[config.mk]
export PLATFORM = sky130hd
export DESIGN_NAME = countdown_timer_flat
export DESIGN_NICKNAME = d
export VERILOG_FILES = /design/src/rtl/countdown_timer_if.sv /design/src/rtl/countdown_timer.sv /design/src/flat_wrapper.sv
export SDC_FILE = /design/constraint.sdc
export NUM_CORES = 1
export LEC_CHECK = 0
export CORE_AREA = 4 4 41 43
export CTS_CLUSTER_SIZE = 16
export DETAILED_ROUTE_END_ITERATION = 10
export DIE_AREA = 0 0 45 47
export PLACE_DENSITY = 0.64
export SLEW_MARGIN = 20
export SYNTH_ARGS = -nofsm -noshare
export SYNTH_HDL_FRONTEND = slang
export SYNTH_SLANG_ARGS = --single-unit
[constraint.sdc]
create_clock -name clk -period 1.67 [get_ports clk]
set_input_delay 0.2505 -clock clk [delete_from_list [all_inputs] [get_ports clk]]
set_output_delay 0.2505 -clock clk [all_outputs]
set_load 0.01 [all_outputs]
[src/rtl/countdown_timer_if.sv]
// Handshake/status bundle for countdown_timer: the controller side drives start/load/pause/abort,
// the timer side returns count/busy/done.
interface countdown_timer_if #(
  parameter int WIDTH = 4
);
  logic             start;
  logic [WIDTH-1:0] load_val;
  logic             pause;
  logic             abort;
  logic [WIDTH-1:0] count;
  logic             busy;
  logic             done;

  modport master (
    output start, load_val, pause, abort,
    input  count, busy, done
  );

  modport slave (
    input  start, load_val, pause, abort,
    output count, busy, done
  );
endinterface

[src/rtl/countdown_timer.sv]
// Loadable down-counter with a one-cycle done pulse at terminal count.
// Optional COUNTDOWN_TIMER_AUTO_RELOAD_EN: reload the latched period at terminal count and keep running.
//
// state    | meaning
// ST_IDLE  | waiting for start; count held (0 after any run ends)
// ST_RUN   | counting down once per unpaused cycle; busy high
module countdown_timer #(
  parameter int WIDTH = 4
) (
  input logic             clk,
  input logic             rst,
  countdown_timer_if.slave tif
);
  localparam logic [0:0] ST_IDLE = 1'b0;
  localparam logic [0:0] ST_RUN  = 1'b1;
  localparam logic [WIDTH-1:0] CNT_ZERO = '0;
  localparam logic [WIDTH-1:0] CNT_ONE  = WIDTH'(1);

  logic [0:0]       state_q, state_d;
  logic [WIDTH-1:0] count_q, count_d;
  logic             busy_q, busy_d;
  logic             done_q, done_d;
`ifdef COUNTDOWN_TIMER_AUTO_RELOAD_EN
  logic [WIDTH-1:0] period_q, period_d;
`endif

  always_comb begin
    state_d = state_q;
    count_d = count_q;
    busy_d  = busy_q;
    done_d  = 1'b0;
`ifdef COUNTDOWN_TIMER_AUTO_RELOAD_EN
    period_d = period_q;
`endif
    case (state_q)
      ST_IDLE: begin
        if (tif.start) begin
          if (tif.load_val != CNT_ZERO) begin
            state_d = ST_RUN;
            count_d = tif.load_val;
            busy_d  = 1'b1;
`ifdef COUNTDOWN_TIMER_AUTO_RELOAD_EN
            period_d = tif.load_val;
`endif
          end else begin
            count_d = CNT_ZERO;
            done_d  = 1'b1;
          end
        end
      end
      ST_RUN: begin
        if (tif.abort) begin
          state_d = ST_IDLE;
          count_d = CNT_ZERO;
          busy_d  = 1'b0;
        end else if (!tif.pause) begin
          if (count_q > CNT_ONE) begin
            count_d = count_q - CNT_ONE;
          end else begin
            // terminal count; count_q==0 cannot occur in RUN but is treated the same
            done_d = 1'b1;
`ifdef COUNTDOWN_TIMER_AUTO_RELOAD_EN
            count_d = period_q;
`else
            state_d = ST_IDLE;
            count_d = CNT_ZERO;
            busy_d  = 1'b0;
`endif
          end
        end
      end
      default: begin
        state_d = ST_IDLE;
        count_d = CNT_ZERO;
        busy_d  = 1'b0;
      end
    endcase
  end

  always_ff @(posedge clk) begin
    if (rst) begin
      state_q <= ST_IDLE;
      count_q <= CNT_ZERO;
      busy_q  <= 1'b0;
      done_q  <= 1'b0;
`ifdef COUNTDOWN_TIMER_AUTO_RELOAD_EN
      period_q <= CNT_ZERO;
`endif
    end else begin
      state_q <= state_d;
      count_q <= count_d;
      busy_q  <= busy_d;
      done_q  <= done_d;
`ifdef COUNTDOWN_TIMER_AUTO_RELOAD_EN
      period_q <= period_d;
`endif
    end
  end

  assign tif.count = count_q;
  assign tif.busy  = busy_q;
  assign tif.done  = done_q;
endmodule

[src/flat_wrapper.sv]
// flat-port wrapper written by rule: the top's interface ports become plain ports
module countdown_timer_flat 
#(
  parameter int WIDTH = 4
)
  (clk, rst, tif_start, tif_load_val, tif_pause, tif_abort, tif_count, tif_busy, tif_done);
  countdown_timer_if #(.WIDTH(WIDTH)) tif_i ();
  input logic clk;
  input logic rst;
  input wire logic [$bits(tif_i.start)-1:0] tif_start;
  input wire logic [$bits(tif_i.load_val)-1:0] tif_load_val;
  input wire logic [$bits(tif_i.pause)-1:0] tif_pause;
  input wire logic [$bits(tif_i.abort)-1:0] tif_abort;
  output wire logic [$bits(tif_i.count)-1:0] tif_count;
  output wire logic [$bits(tif_i.busy)-1:0] tif_busy;
  output wire logic [$bits(tif_i.done)-1:0] tif_done;
  assign tif_i.start = tif_start;
  assign tif_i.load_val = tif_load_val;
  assign tif_i.pause = tif_pause;
  assign tif_i.abort = tif_abort;
  assign tif_count = tif_i.count;
  assign tif_busy = tif_i.busy;
  assign tif_done = tif_i.done;
  countdown_timer #(.WIDTH(WIDTH)) u_core (.clk(clk), .rst(rst), .tif(tif_i));
endmodule
==> metrics.md <==
| Metric | Value |
|---|---|
| Status | finished clean |
| Fin area | 623 sq um |
| Layout cells sized above 1 | 15.5% |
| CP cell instances | inv_1, ha_1, nor2_1, nor3_1, or3_1, a211oi_2 |
| Rel. slew slack | 74.8% |
| Initial antenna violation count | 0 |
| Seq/Total Area, Yosys | 32.6% |
| GRT Total Usage | 11.3% |
| Crit end category | flip-flop |
| DR vias/cell | 5.01 |
| Largest fanout on the critical path | 4 |
| Initial DRC count | 7 |
| Area of the mapped netlist | 430 sq um |
| Max incr delay on CP | 0.39 ns |
| Total gr overflow | 0 |
| Yosys warns | 0 |
| Crit path launch | u_core.tif.count[1]$_SDFFE_PP0P_ |
| Pin slew with the least headroom to its limit | 0.374 ns |
| Antenna cells | 0 |
| Final setup violation count | 0 |
| Final GP Congestion | 0.705 |
| Die Span X | 45 microns |
| Std-Cell Rows | 13 |
| Drt total wl | 1050 microns |
| CP Data Required Time | 1.86 ns |
| Io pins | 15 |
| First drt pass iteration count | 4 |
| Multi-input logic area | 268 sq um |
| CTS tree | done |
| H-tree depth | 1 |
| Cell taking the most area after synthesis | dfxtp_1 |
| Period utilization | 92.5% |
| Dpl hpwl | 780 microns |
| Leak pwr | 0.242 nW |
| Hold-fix buffers at CTS | 0 |
| Most frequent cells in the layout | clkdlybuf4s50_1, nor2_1, dfxtp_1 |
| Post-route DRC | 0 |
| Dpl ws | 0.0470 ns |
| Critical path class | reg2reg |
| Max Slew Vio Count | 0 |
| Placed Cells | 82 |
| Crit path launch type | flip-flop |
| Clock net sink count | 7 |
| Die extent in y | 47 microns |
| Arr. time, crit path | 1.73 ns |
| Input/output buffers | 14 |
| Clock Skews | 0.00341 ns |
| DRT antenna net count | 0 |
| Synth top area cells | dfxtp_1, nor2_1, ha_1, a21oi_1, nor3_1 |
| Root Driver | clkbuf_4 |
| Setup tns final | 0 ns |
| First-pass GRT wire length | 1660 microns |
| Clock share of power | 32.1% |
| Internal power | 0.000359 W |
| WHS | 0.489 ns |
| Mean Syn Cell Area | 8.28 sq um |
| R2r setup slk | 0.13 ns |
| Cell Area, Placed | 597 sq um |
| Via Count | 431 |
| Num CTS Buffers | 3 |
| Cells after synthesis | 52 |
| Register area | 140 sq um |
| Yosys cell types | 25 |
| Max-Cap Viols | 0 |
| Post-synth top area share | 32.6% |
| HP Class | reg2reg |
| Psw | 0.000156 W |
| Postcts setup bufs | 0 |
| R2R depth | 6 |
| Initial Utilization | 33.1% |
| Synthesized flop and latch total | 7 |
| Fillers | 139 |
| Commonest non-fill, non-tap cell in the layout | clkdlybuf4s50_1 |
| Wire per inst | 12.2 microns |
| Clock-pin slew on the worst setup and hold paths | 0.06 ns |
| Clock Tree Buf Depth | 2 |
| Peak supply drop | 0.000459 V |
| Worst r2r src | u_core.tif.count[1]$_SDFFE_PP0P_ |
| Pwr/cell area | 828 mW/mm^2 |
| Worst path slowest cell | dfxtp_1 |
| Sw frac | 30.3% |
| Final hold violation count | 0 |
| RSZ-0062 raised after global routing | false |
| Reg-to-Reg End | u_core.tif.count[3]$_SDFFE_PP0P_ |
| Core region area | 0.00130 sq mm |
| Flop pwr share | 38.2% |
| Worst-Skew Late Latency | 0.26 ns |
| Post-route worst setup slack | 0.125 ns |
| Min cycle time layout | 1.54 ns |
| Comb power frac | 29.7% |
| Setup crit end | u_core.tif.count[3]$_SDFFE_PP0P_ |
| Fin nets | 83 |
| Synth-to-Final Area Change | 44.8% |
| Post-CTS Resized | 0 |
| Non-Filler Instances | 86 |
| Largest net degree at the start of global routing | 11 |
| Max Clock Freq | 0.647 GHz |
| Mapped Nets | 63 |
| Die area | 0.00212 sq mm |
| Vias in the first global route | 404 |
-- worst max-delay path: cells and delay by family, from the launching register on --
family	cells	cell delay [ns]
buf+inv	1	0.08
fa+ha+maj	1	0.22
flops	1	0.39
compound gates	1	0.17
simple gates	3	0.62
-- cells in the mapped netlist (all sizes together) --
cell / count
nor4: 2
nor3b: 1
o21ba: 1
a21oi: 5
nor2: 8
buf: 1
xnor2: 1
nand2b: 3
a211oi: 1
a2bb2oi: 1
nand2: 2
o311a: 2
o21a: 1
ha: 2
nor3: 5
nor4bb: 1
inv: 4
nor2b: 1
dfxtp: 7
or3: 1
mux2: 1
o21ai: 1
-- power groups by stage --
stage / Combinational [W] / Sequential, W / Clock [W]
2_1_floorplan: 0.0000795 / 0.000204 / 0
3_3_place_gp: 0.000151 / 0.000201 / 0
3_5_place_dp: 0.000152 / 0.000201 / 0
4_1_cts: 0.000153 / 0.000197 / 0.000165
5_1_grt: 0.000166 / 0.000201 / 0.000169
6_report: 0.000153 / 0.000197 / 0.000166
-- worst min-delay path by stage --
stage                                 startpoint                                to  cells after the start
global route        u_core.tif.busy$_SDFFE_PP0P_      u_core.tif.busy$_SDFFE_PP0P_                      2
global placement    u_core.tif.busy$_SDFFE_PP0P_      u_core.tif.busy$_SDFFE_PP0P_                      2
finish              u_core.tif.busy$_SDFFE_PP0P_      u_core.tif.busy$_SDFFE_PP0P_                      2
floorplan                                    rst  u_core.tif.count[3]$_SDFFE_PP0P_                      1
detailed placement  u_core.tif.busy$_SDFFE_PP0P_      u_core.tif.busy$_SDFFE_PP0P_                      2
CTS                 u_core.tif.busy$_SDFFE_PP0P_      u_core.tif.busy$_SDFFE_PP0P_                      2
-- per-stage QoR --
stage          total power (W)  utilization [%]
2_1_floorplan         0.000283                -
3_3_place_gp          0.000352             45.9
3_5_place_dp          0.000352             45.9
4_1_cts               0.000515             47.9
5_1_grt               0.000536             47.9
6_report              0.000516             47.9
-- routing by layer --
metal | wire length (microns) | GRT usage (%) | up-vias
met4 | 35 | 10.5 | 0
met1 | 503 | 13.7 | 188
met2 | 434 | 16.4 | 14
met5 | 0 | 0 | -
li1 | - | - | 224
met3 | 73 | 2.68 | 5
-- sequential cells by signal, indices dropped and copies added, names as in the netlist --
name and count:
u_core.tif.count 4, u_core.state_q 1, u_core.tif.busy 1, u_core.tif.done 1
-- cell families (layout without fill, tap and decap cells) --
family,after synthesis,after routing,share of synthesized area [%]
adder cells (fa/ha/maj),2,2,5.81
multiplexers,1,1,2.62
XOR/XNOR,1,1,2.04
AND/OR/NAND/NOR,24,24,29.9
AO/OA/AOI/OAI,12,12,21.8
flip-flops,7,7,32.6
buffers and inverters,5,24,5.23
-- cell type report --
type	count	area share (%)
Clock buffer	4	4.22
Inverter	4	2.41
Tap cell	15	3.01
Timing Repair Buffer	16	24.9
Sequential cell	7	22.5
Multi-Input combinational cell	40	43.0
Power figures use the tool's default switching activity.
